`src/rtl/seq_mult_addsub.sv`:
```
// Sequential shift-and-add multiplier, one partial product per clock, signed or unsigned.
// A (WIDTH+1)-bit add/subtract datapath accumulates into Areg while the multiplier shifts out of Breg.
module seq_mult_addsub #(
   parameter int WIDTH = 8
) (
   input  logic                 Clk,
   input  logic                 Reset,
   input  logic                 Start,
   input  logic                 Signed_mode,
   input  logic [WIDTH-1:0]     A_in,
   input  logic [WIDTH-1:0]     B_in,
   output logic                 Busy,
   output logic                 Done,
   output logic [2*WIDTH-1:0]   Product,
   output logic                 X_out
);

   localparam int CW = $clog2(WIDTH + 1);
   localparam logic [CW-1:0] LAST = CW'(WIDTH - 1);

   typedef enum logic [1:0] {IDLE, RUN, DONE} state_t;

   state_t             r_state;
   logic [WIDTH-1:0]   r_areg;
   logic [WIDTH-1:0]   r_breg;
   logic [WIDTH-1:0]   r_sreg;
   logic               r_x;
   logic [CW-1:0]      r_count;
   logic               r_mode;
   logic               r_busy;
   logic               r_done;
   logic [2*WIDTH-1:0] r_product;

   logic [WIDTH:0]     w_ext_a;
   logic [WIDTH:0]     w_ext_s;
   logic               w_sub;
   logic [WIDTH:0]     w_addend;
   logic               w_cin;
   logic [WIDTH:0]     w_sum;

   assign w_ext_a  = {r_mode & r_areg[WIDTH-1], r_areg};
   assign w_ext_s  = {r_mode & r_sreg[WIDTH-1], r_sreg};
   // The multiplier's top bit carries negative weight in signed mode, so the last step subtracts.
   assign w_sub    = r_mode && (r_count == LAST);
   assign w_addend = r_breg[0] ? (w_sub ? ~w_ext_s : w_ext_s) : '0;
   assign w_cin    = r_breg[0] & w_sub;
   assign w_sum    = w_ext_a + w_addend + {{WIDTH{1'b0}}, w_cin};

   // Handshake: Start is a level sampled only in IDLE; Done rises one cycle after the last
   // iteration and, with Product, holds until the next launch, so a held Start fires once.
   always_ff @(posedge Clk or posedge Reset) begin
      if (Reset) begin
         r_state   <= IDLE;
         r_areg    <= '0;
         r_breg    <= '0;
         r_sreg    <= '0;
         r_x       <= 1'b0;
         r_count   <= '0;
         r_mode    <= 1'b0;
         r_busy    <= 1'b0;
         r_done    <= 1'b0;
         r_product <= '0;
      end else begin
         case (r_state)
            IDLE: begin
               if (Start) begin
                  r_sreg  <= A_in;
                  r_breg  <= B_in;
                  r_areg  <= '0;
                  r_x     <= 1'b0;
                  r_count <= '0;
                  r_mode  <= Signed_mode;
                  r_done  <= 1'b0;
                  r_state <= RUN;
               end
            end
            RUN: begin
               r_busy  <= 1'b1;
               r_x     <= r_mode & w_sum[WIDTH];
               r_areg  <= w_sum[WIDTH:1];
               r_breg  <= {w_sum[0], r_breg[WIDTH-1:1]};
               r_count <= r_count + CW'(1);
               if (r_count == LAST) begin
                  r_state <= DONE;
               end
            end
            DONE: begin
               r_busy    <= 1'b0;
               r_done    <= 1'b1;
               r_product <= {r_areg, r_breg};
               if (!Start) begin
                  r_state <= IDLE;
               end
            end
            default: r_state <= IDLE;
         endcase
      end
   end

   assign Busy    = r_busy;
   assign Done    = r_done;
   assign Product = r_product;
   assign X_out   = r_x;

endmodule

```
`config.mk`:
```
export PLATFORM = sky130hd
export DESIGN_NAME = seq_mult_addsub
export DESIGN_NICKNAME = d
export VERILOG_FILES = /design/src/rtl/seq_mult_addsub.sv
export SDC_FILE = /design/constraint.sdc
export NUM_CORES = 1
export LEC_CHECK = 0
export CORE_MARGIN = 2
export CORE_UTILIZATION = 54
export CTS_CLUSTER_DIAMETER = 60
export DETAILED_ROUTE_END_ITERATION = 16
export PLACE_DENSITY = 0.77
export SLEW_MARGIN = 20
export SYNTH_ARGS = -nofsm -noshare
export SYNTH_HDL_FRONTEND = slang
export SYNTH_SLANG_ARGS = --single-unit
export TNS_END_PERCENT = 30
```
`constraint.sdc`:
```
create_clock -name Clk -period 3.5 [get_ports Clk]
set_input_delay 0.525 -clock Clk [delete_from_list [all_inputs] [get_ports Clk]]
set_output_delay 0.525 -clock Clk [all_outputs]
set_load 0.02 [all_outputs]
```
==> impl_metrics.yaml <==
clock_network:
  clockBufferDepth: 2
  cts_tree: "yes"
  clk_pin_slew_ns: 0.10
  clk_latency_ns: 0.30
  cts_setup_buffers: 0
  ctsRootBufferMaster: "clkbuf_8"
  cts_resized: 0
  cts_hold_buf: 0
  cts_made_buffers: 5
  cts.sink_count: 50
  htreeDepth: 2
synthesis:
  synth_top_cell_by_area: "dfrtp_1"
  muxShareOfSynthArea: 0.152
  syn-num-nets: 266
  ys_seq_elements: 50
  syn-cell-area_mm2: 0.00260
  synth_ff_type: "dfrtp_1"
  syn_avg_cell_area_um2: 11.2
  yosysWarnings: 0
  synth_adder_area_share: 0.0682
  yosysTopAreaCellShare: 0.480
  synthCells: 233
  synth-async-reset-ratio: 1.00
  yosysUniqueCellTypes: 39
  synth_area_leaders: "dfrtp_1, mux2_2, ha_1"
  synth-simple-area-share: 0.118
  synthXorXnorAreaFrac: 0.0331
  ys_seq_area_frac: 0.480
  synth-compound-area-share: 0.116
  synth_top_family_by_area: "multiplexers"
  synth_edf_count: 0
finish:
  layout_commonest_cell: "dfrtp_1"
  final_cell_mix: "dfrtp_1, clkdlybuf4s50_1, mux2_2"
  drive_gt1_frac: 0.151
  final.fill_count: 371
  num-nets-final: 303
  fin_area_mm2: 0.00317
  antenna_cells: 0
  area_growth_syn_to_layout_pct: 21.5
routing:
  vias: 1858
  firstDrtPassIters: 7
  postRouteAntennaNets: 0
  avgRoutedWirePerCell_um: 15.3
  routed_wl_um: 4980
  drc: 0
  drt-vias-per-instance: 5.72
  drt_first_iter_violations: 109
timing:
  tightest_slew_ns: 0.957
  layout_worst_path_cycle_share: 0.887
  setup_violations: 0
  max_freq_ghz: 0.322
  rsz0062_at_grt: "no"
  clock_skew_ns: 0.00933
  relSlewSlack: 0.362
  slew_viol_final: 0
  fin_crit_ns: 3.11
  hold_violations: 0
  tns_ns: 0
run_status:
  status: "finished, final reports clean"
pwr:
  p_per_area_mw_per_mm2: 781
  p_switching_uw: 895
  p_seq_frac: 0.382
  intPower_mw: 1.58
  p_leak_nw: 1.42
  swShare: 0.362
  p_comb_frac: 0.423
  ir_drop_mv: 0.414
  p_clk_frac: 0.195
worst_setup_path:
  cp.arrival_ns: 3.29
  crit_path_end_kind: "flip-flop"
  worstSetupPathType: "reg -> reg"
  ff2ff_path_depth: 11
  crit_required_ns: 3.69
  worstPathMaxFanout: 8
  crit_path_start_kind: "flip-flop"
min_path:
  hp-class: "reg -> reg"
  min_path_cells: 1
grt:
  use_met3: 0.0439
  grt_pass1_vias: 1789
  track_usage: 0.201
  grt_antenna_before_repair: 0
  busiest_layer: "met2"
  grt_pass1_wl_um: 8360
  grt_overflow: 0
  use_met1: 0.285
  grt_max_degree: 51
  met2_usage: 0.315
floorplan:
  top_level_ports: 39
  die_x_um: 73.5
  die_y_um: 73.5
  core_mm2: 0.00469
  initial_utilization: 0.555
  rows: 25
  dieArea_mm2: 0.00540
run:
  maxCapViolations: 0
placement:
  placed_area_mm2: 0.00303
  dpl.hpwl_um: 3570
  numPortBuffers: 38
  place.gp.congestion: 0.842
[synth_stat cells (2+ instances only)]
| master | number |
|---|---|
| a31oi_1 | 3 |
| nor2b_1 | 5 |
| xnor2_1 | 6 |
| nor2_1 | 6 |
| dfrtp_1 | 50 |
| nor3_1 | 3 |
| xor2_1 | 2 |
| nand2_1 | 21 |
| a32o_1 | 4 |
| o21ai_0 | 20 |
| nor3b_1 | 4 |
| and2_1 | 3 |
| mux2_2 | 26 |
| and3_1 | 2 |
| nand3b_1 | 2 |
| nand2b_1 | 7 |
| mux2i_1 | 8 |
| o21a_1 | 2 |
| a21oi_1 | 5 |
| clkbuf_1 | 8 |
| fa_1 | 2 |
| o31ai_1 | 2 |
| inv_1 | 11 |
| a22o_1 | 4 |
| nand3_1 | 3 |
| ha_1 | 11 |
[worst max-delay path: stages, from the launching register on]
cell and delay (ns):
dfrtp_1 0.39, ha_1 0.20, and4b_1 0.24, buf_4 0.21, nand2_1 0.09, fa_1 0.43, fa_1 0.40, nand2b_1 0.19
a21oi_1 0.23, a31oi_1 0.17, nand3b_1 0.19, a32o_1 0.25
[cell type report]
| type | count | area (µm²) | share of cell area |
|---|---|---|---|
| multi-input combinational | 162 | 1270 | 0.402 |
| sequential | 50 | 1250 | 0.395 |
| timing repair buffer | 40 | 395 | 0.125 |
| clock buffer | 5 | 68.8 | 0.0217 |
| clock inverter | 3 | 68.8 | 0.0217 |
| tap | 54 | 67.6 | 0.0213 |
| inverter | 11 | 42.5 | 0.0134 |
[power by group through the flow]
| stage | Clock, mW | Sequential, mW | Combinational, mW |
|---|---|---|---|
| after CTS | 0.490 | 0.944 | 1.06 |
| after floorplan | 0 | 0.963 | 0.721 |
| after detailed placement | 0 | 0.955 | 1.06 |
| after global placement | 0 | 0.946 | 1.02 |
| final | 0.482 | 0.944 | 1.05 |
| after global routing | 0.511 | 0.971 | 1.17 |
[through the flow]
stage | worst slack (ns) | cells | utilization | hold WS [ns] | total power [mW]
floorplan | 0.550 | 233 | - | 0.466 | 1.68
global placement | 0.535 | 317 | 0.645 | 0.489 | 1.97
detailed placement | 0.427 | 317 | 0.645 | 0.495 | 2.01
CTS | 0.390 | 325 | 0.674 | 0.516 | 2.49
global route | 0.170 | 325 | 0.675 | 0.530 | 2.65
finish | 0.394 | 325 | 0.675 | 0.512 | 2.47
[layer usage]
| layer | up-vias | wire length (µm) |
|---|---|---|
| met4 | 0 | 29 |
| met3 | 2 | 193 |
| met5 | - | 0 |
| li1 | 895 | - |
| met2 | 37 | 2400 |
| met1 | 924 | 2350 |
[flip-flops by register name, summed over array words and instances, names as in the netlist]
| signal | count |
|---|---|
| Busy | 1 |
| Done | 1 |
| Product | 16 |
| X_out | 1 |
| r_areg | 8 |
| r_breg | 8 |
| r_count | 4 |
| r_mode | 1 |
| r_sreg | 8 |
| r_state | 2 |
[final timing paths]
path / from / to / slack (ns)
max reg2reg: r_count[0] / r_areg[7] / 0.39
max in group asynchronous: Reset / r_sreg[2] / 2.30
min: Product[12] / Product[12] / 0.51
min reg2reg: Product[12] / Product[12] / 0.51
max: r_count[0] / r_areg[7] / 0.39
min in group asynchronous: Reset / Product[5] / 0.68
[cells by family after synthesis]
logic type | count (synthesis)
and+or+nand+nor | 59
adders and majority gates | 13
AOI/OAI and AO/OA | 46
DFF | 50
xor gates and xnor gates | 9
buffers and inverters | 21
muxes | 35
(Power assumes the default switching activity.)
